## src/rtl/next_pc_mux_pkg.sv

```systemverilog
// next_pc_mux_pkg: core-wide PC width, reset vector and next-PC source encoding
package next_pc_mux_pkg;
  localparam int XLEN = 32;
  localparam logic [XLEN-1:0] RESET_VECTOR = 32'h0000_0000;
  typedef enum logic [1:0] {
    PC_SRC_SEQ    = 2'b00,
    PC_SRC_BRANCH = 2'b01,
    PC_SRC_JUMP   = 2'b10,
    PC_SRC_RSVD   = 2'b11
  } pc_src_e;
endpackage

```

## src/rtl/next_pc_mux_pc_reg.sv

```systemverilog
// next_pc_mux_pc_reg: architectural PC register with sync reset and stall
module next_pc_mux_pc_reg #(
  parameter int XLEN = next_pc_mux_pkg::XLEN,
  parameter logic [XLEN-1:0] RESET_VECTOR = next_pc_mux_pkg::RESET_VECTOR
) (
  input  logic            clk,
  input  logic            rst,
  input  logic            stall,
  input  logic [XLEN-1:0] d,
  output logic [XLEN-1:0] q
);
  logic [XLEN-1:0] pc_d, pc_q;
  always_comb pc_d = stall ? pc_q : d;
  always_ff @(posedge clk)
    if (rst) pc_q <= RESET_VECTOR;
    else pc_q <= pc_d;
  assign q = pc_q;
endmodule

```

## src/rtl/next_pc_mux.sv

```systemverilog
// next_pc_mux: selects next PC (seq/branch/jump) and holds the PC register
// Optional misaligned-target flag enabled by NEXT_PC_MUX_ALIGN_CHECK_EN.
module next_pc_mux
  import next_pc_mux_pkg::*;
#(
  parameter int XLEN = next_pc_mux_pkg::XLEN,
  parameter logic [XLEN-1:0] RESET_VECTOR = next_pc_mux_pkg::RESET_VECTOR
) (
  input  logic            clk,
  input  logic            rst,
  input  logic            stall,
  input  logic [XLEN-1:0] pc_plus_4,
  input  logic [XLEN-1:0] branch_target,
  input  logic [XLEN-1:0] jump_target,
  input  logic [1:0]      pc_src,
  output logic [XLEN-1:0] next_pc,
  output logic [XLEN-1:0] pc,
  output logic            misalign_err
);
  always_comb begin
    next_pc = pc_plus_4;
    case (pc_src_e'(pc_src))
      PC_SRC_BRANCH: next_pc = branch_target;
      PC_SRC_JUMP:   next_pc = jump_target;
      default:       next_pc = pc_plus_4;
    endcase
  end
`ifdef NEXT_PC_MUX_ALIGN_CHECK_EN
  // only redirected targets are checked; pc_plus_4 is aligned by construction
  always_comb
    misalign_err = (pc_src_e'(pc_src) == PC_SRC_BRANCH || pc_src_e'(pc_src) == PC_SRC_JUMP)
                   && (next_pc[1:0] != 2'b00);
`else
  assign misalign_err = 1'b0;
`endif
  next_pc_mux_pc_reg #(.XLEN(XLEN), .RESET_VECTOR(RESET_VECTOR)) u_pc_reg (
    .clk  (clk),
    .rst  (rst),
    .stall(stall),
    .d    (next_pc),
    .q    (pc)
  );
endmodule

```

## config.mk

```make
export PLATFORM = sky130hd
export DESIGN_NAME = next_pc_mux
export DESIGN_NICKNAME = d
export VERILOG_FILES = /design/src/rtl/next_pc_mux_pkg.sv /design/src/rtl/next_pc_mux_pc_reg.sv /design/src/rtl/next_pc_mux.sv
export SDC_FILE = /design/constraint.sdc
export NUM_CORES = 1
export LEC_CHECK = 0
export BUFFER_PORTS_ARGS = -buffer_cell sky130_fd_sc_hd__clkbuf_2
export CORE_AREA = 2 2 76 78
export CTS_BUF_LIST = sky130_fd_sc_hd__clkbuf_4 sky130_fd_sc_hd__clkbuf_8
export DETAILED_ROUTE_END_ITERATION = 10
export DIE_AREA = 0 0 78 80
export GPL_TIMING_DRIVEN = 0
export MAX_ROUTING_LAYER = met4
export PLACE_DENSITY_LB_ADDON = 0.3
export RECOVER_POWER = 25
export SLEW_MARGIN = 15
export SYNTH_ARGS = -nofsm -noshare
export SYNTH_HDL_FRONTEND = slang
export SYNTH_SLANG_ARGS = --single-unit
```

## constraint.sdc

```tcl
create_clock -name clk -period 3 [get_ports clk]
set_input_delay 0.45 -clock clk [delete_from_list [all_inputs] [get_ports clk]]
set_output_delay 0.45 -clock clk [all_outputs]
set_load 0.005 [all_outputs]
```

==> results of run 1 <==
==> kinds of logic (layout without fill, tap and decap cells) <==
family          count (synthesis)  after routing  synth area share
mux                            32             32             0.129
compound gates                 64             64             0.285
fa+ha+maj                       2              2            0.0101
simple gates                   65             65             0.196
flops                          32             32             0.258
buf+inv                        66            238             0.121
other cells                     1              1           0.00151
==> final timing paths <==
kind,from,end,slack (ps)
worst min register to register,u_pc_reg.q[26],u_pc_reg.q[26],530
worst min-delay path,pc_plus_4[6],u_pc_reg.q[6],470
worst max-delay path,pc_src[0],next_pc[9],570
worst max register to register,u_pc_reg.q[11],u_pc_reg.q[11],2330
==> worst max-delay path: stages <==
cell,delay [ps]
clkbuf_2,90
inv_1,40
ha_1,270
buf_2,200
buf_2,260
buf_4,270
mux2i_1,250
clkbuf_2,140
==> synth_stat cells <==
cell type / n / area, um2
inv_1: 34 / 128
a22oi_1: 32 / 240
dfxtp_1: 32 / 641
mux2i_1: 32 / 320
nand2_1: 32 / 120
o221ai_2: 30 / 450
nand4bb_1: 27 / 304
buf_2: 13 / 65.1
clkbuf_1: 11 / 41.3
or4bb_1: 5 / 56.3
buf_4: 4 / 30.0
buf_6: 3 / 33.8
ha_1: 2 / 25.0
o221ai_1: 2 / 17.5
buf_1: 1 / 3.75
conb_1: 1 / 3.75
or3_1: 1 / 6.26
==> metal layers <==
layer,part of all wire,track usage,routed length (um)
met1,0.42,0.292,3320
met2,0.51,0.475,4030
met3,0.061,0.0351,487
met4,0.015,0.0667,118
met5,0,-,0
==> through the flow <==
stage | setup slack, ps | utilization | hold WS [ps] | cells | total power, uW
final | 575 | 0.642 | 469 | 506 | 1270
after global routing | 497 | 0.642 | 480 | 506 | 1340
after CTS | 581 | 0.647 | 464 | 506 | 1280
after detailed placement | 592 | 0.628 | 517 | 498 | 919
after global placement | 591 | 0.628 | 503 | 498 | 909
after floorplan | 1020 | - | 510 | 262 | 721
==> cell type report <==
| class | instances | area (um2) | share of cell area |
|---|---|---|---|
| timing repair buffer | 164 | 798 | 0.230 |
| tap | 72 | 90.1 | 0.0259 |
| inverter | 34 | 128 | 0.0368 |
| sequential | 32 | 641 | 0.185 |
| buffer | 32 | 174 | 0.0501 |
| clock buffer | 8 | 97.6 | 0.0281 |
| multi-input combinational | 164 | 1540 | 0.445 |
==> power by group <==
| group | switching (uW) | leakage (uW) | total (uW) | internal [uW] |
|---|---|---|---|---|
| Sequential | 16.1 | 0.000263 | 473 | 456 |
| Combinational | 223 | 0.00138 | 432 | 209 |
| Clock | 162 | 0.0000523 | 367 | 205 |
==> results.toml, run 1 <==
[floorplanning]
rows = 27
ios = 166
core_area_um2 = 5410
die-area_um2 = 6240
initial_core_util = 0.460
die_height_um = 80
die_w_um = 78

[logic_synthesis]
seq_area_frac_synth = 0.258
yosysWarnings = 0
syn_area_per_cell_um2 = 9.49
synth_nets = 365
netlist_instances = 262
synth_area_um2 = 2490
ys_types = 17
ys_ff_latch = 32

[sta]
tightest_slew_ps = 549
setup_viol_count_final = 0
fmax_mhz = 412
fin_skew_ps = 0
slew_viol_final = 0
slew_headroom = 0.634
hold_viol_final = 0
period_share = 0.808
rsz0062_at_grt = "no"
fin_crit_ps = 2430
tns_ps = 0

[global_route]
grt_max_degree = 11
grt_pass1_vias = 2733
grt_use_total = 0.257
grt_overflow = 0
grt_pass1_wl_um = 12600
antenna_found_initial = 0

[cells_and_area]
num-nets-final = 536
fillCellCount = 487
largest_register_ffs = 32
final_cell_mix = "clkbuf_2, inv_1"
area_growth_pct = 39.7
layout_commonest_cell = "clkbuf_2"
fin_area_um2 = 3470
diodes = 0
drive_above_1_share = 0.470

[power_and_ir_drop]
leakage_uw = 0.00169
vdd_ir_drop_max_mv = 0.203
p_per_area_nw_per_um2 = 366

[placement]
dp_hpwl_um = 6290
port_buffers = 164
place_congestion = 0.838
place_area_um2 = 3400

[critical_path]
required_ps = 2550
worstPathMaxFanout = 10
rr_worst_depth = 2
critPathLaunchType = "input port"
crit_type = "input port to output port"
arrival_ps = 1980
end_kind = "output port"

[clock_tree]
cts_resized = 0
h-tree-depth = 2
cts_tree = "yes"
postCtsHoldBufs = 0
cts_root_buf = "clkbuf_8"
clk_pin_slew_ps = 70
cts_sinks = 32
clockBufferDepth = 2
worstSkewPairLatency_ps = 270
cts_made_buffers = 5
cts_setup_buffers = 0

[drt]
vias_per_cell = 5.44
routed_wirelength_um = 7960
drc = 0
firstDrtPassIters = 6
postRouteAntennaNets = 0
drt-initial-drc-count = 82
wl_per_cell_um = 15.7
vias = 2752

[hold_path]
holdCritPathClass = "input port to flip-flop"
holdPathStages = 3

[run_status]
status = "finished clean"

[job]
drv_cap = 0
(Power assumes the default switching activity.)
==> run 2, diff against run 1 <==
- ABC_AREA: not set -> 1
- CORE_AREA: 2 2 76 78 -> 2 2 80 82
- DIE_AREA: 0 0 78 80 -> 0 0 82 84
- clock period: 3 -> 2 ns (I/O delays scaled with it)
==> run 2 against run 1 <==
Compared with the run above: power grew 53%; critical path depth increased by 1; first-iteration DRC count grew 6.1%; sequential share of layout area grew 1.3 points; final area fell by 6.8%; routed wire length decreased by 17%; critical path type unchanged; largest cell class unchanged.
==> results.toml, run 2 <==
[critical_path]
crit_chain = "clkbuf_2 > inv_1 > ha_1 > inv_2 > clkbuf_2 > or2_1 > nand2_2 > inv_1 > clkbuf_2"
crit_type = "input port to output port"
required_ps = 1700
cp_slowest_stage_delay_ps = 290
critPathLaunchType = "input port"
crit_top_cell = "clkbuf_2"
cp_num_buf_inv = 6
end_kind = "output port"
cpLargestDelayFamily = "buffers and inverters"
worstPathMaxFanout = 10
critPathSlowestCell = "ha_1"
arrival_ps = 1510

[drt]
drc = 0
routed_wirelength_um = 6630
vias = 2608
firstDrtPassIters = 4
vias_per_cell = 4.61
drt-initial-drc-count = 87
postRouteAntennaNets = 0
wl_per_cell_um = 11.7

[logic_synthesis]
synth_nets = 421
netlist_instances = 318
async_flop_share = 0
synth_top_area_share = 0.286
yosysMostFrequentCell = "nand2_1"
synth_flop_cell = "dfxtp_1"
ys_types = 20
synth_edf_count = 0
seq_area_frac_synth = 0.286
yosysWarnings = 0
ys_ff_latch = 32
ys_top_cells_by_count = "nand2_1, inv_1, dfxtp_1, o21ai_0"
synth_area_um2 = 2240
syn_area_per_cell_um2 = 7.05
synthTopCellsByArea = "dfxtp_1, a21oi_2, nand2_1"
synth_area_leader_cell = "dfxtp_1"

[global_route]
grt_overflow = 0
grt_pass1_vias = 2514
grt_use_total = 0.204
grt_max_degree = 11
grt_pass1_wl_um = 10900
antenna_found_initial = 0

[clock_tree]
cts_made_buffers = 5
worstSkewPairLatency_ps = 280
postCtsHoldBufs = 0
cts_tree = "yes"
cts_root_buf = "clkbuf_8"
clockBufferDepth = 2
clk_pin_slew_ps = 60
h-tree-depth = 2
cts_sinks = 32

[power_and_ir_drop]
p_per_area_nw_per_um2 = 600
p_int_uw = 1320
power.total_uw = 1940
p_sw_uw = 625
vdd_ir_drop_max_mv = 0.319
leakage_uw = 0.00174
seqPwrFrac = 0.369
clockPowerShare = 0.275
combPwrFrac = 0.356
p_sw_frac = 0.322

[floorplanning]
die-area_um2 = 6890
core_area_um2 = 6100
ios = 166
die_height_um = 84
initial_core_util = 0.368
rows = 29
die_w_um = 82

[cells_and_area]
regArea_um2 = 641
num-nets-final = 592
area_growth_pct = 44.3
diodes = 0
fin_area_um2 = 3240
layout_commonest_cell = "clkbuf_2"
multi_input_area_um2 = 1330
drive_above_1_share = 0.513
final_cell_mix = "clkbuf_2, nand2_1, inv_1"
fin_cells = 566
fillCellCount = 620
largest_register_ffs = 32

[hold_path]
holdCritPathClass = "input port to flip-flop"

[run_status]
status = "finished clean"

[placement]
place_congestion = 0.849
place_area_um2 = 3160
dp_hpwl_um = 5380
placedCellCount = 559
port_buffers = 164

[sta]
fmax_mhz = 553
rsz0062_at_grt = "no"
tns_ps = 0
fin_crit_ps = 1810
fin_skew_ps = 0
setup_viol_count_final = 0
hold_viol_final = 0
period_share = 0.904
slew_viol_final = 0

[job]
drv_cap = 0
[run 2: cell types whose count changed in the layout (fill, tap and decap cells not counted), moves of 27 or more]
| cell | change |
|---|---|
| a21oi_2 | +30 |
| o21ai_0 | +32 |
| nand2_1 | +34 |
| nand2_2 | +30 |
| nand4bb_1 | -27 |
| mux2i_1 | -32 |
| a22oi_1 | -32 |
| o221ai_2 | -30 |
[run 2: what timing repair did]
item / in CTS / in global routing
setup buffers: 0 / 0
resized for setup: 0 / 1
setup endpoints to repair: 0 / 2
[run 2: through the flow]
stage	utilization	hold slack, ps	setup WS [ps]
2_1_floorplan	-	518	521
3_3_place_gp	0.518	531	134
3_5_place_dp	0.518	535	103
4_1_cts	0.534	361	102
5_1_grt	0.531	389	57.4
6_report	0.531	360	192
[run 2: area by class of cell]
class	instances	area share
Inverter	37	0.0429
Buffer	22	0.0410
Tap cell	77	0.0298
Sequential cell	32	0.198
Multi-Input combinational cell	227	0.412
Clock buffer	7	0.0298
Timing Repair Buffer	164	0.247
[run 2: cells by family (layout without fill, tap and decap cells)]
logic type	Yosys count	after routing	share of synthesized area
adders and majority gates	2	2	0.0112
and+or+nand+nor	160	160	0.388
DFF	32	32	0.286
buffers and inverters	59	230	0.120
AOI/OAI and AO/OA	64	64	0.193
other	1	1	0.00167
[run 2: final timing paths]
check / from / to / slack [ps] / depth (start not counted)
max: pc_src[0] / next_pc[8] / 190 / 9
min: rst / u_pc_reg.q[28] / 360 / 4
max reg2reg: u_pc_reg.q[21] / u_pc_reg.q[21] / 1310 / 2
min reg2reg: u_pc_reg.q[7] / u_pc_reg.q[7] / 550 / 2
[run 2: tightest hold or removal path: cells and delay by family]
kind,cells,cell delay [ps]
buf+inv,2,160
compound gates,2,140
[run 2: power groups by stage]
stage          Clock, uW  Sequential [uW]  Combinational (uW)
2_1_floorplan          0              735                 394
3_3_place_gp           0              728                 697
3_5_place_dp           0              730                 706
4_1_cts              552              716                 709
5_1_grt              579              723                 780
6_report             535              716                 690
[run 2: metal layers]
layer	track usage	vias to the layer above	wire length [um]	part of all wire
li1	-	1337	-	-
met1	0.229	1156	2800	0.42
met2	0.355	106	3250	0.49
met3	0.0422	9	467	0.070
met4	0.0652	0	108	0.016
met5	-	-	0	0
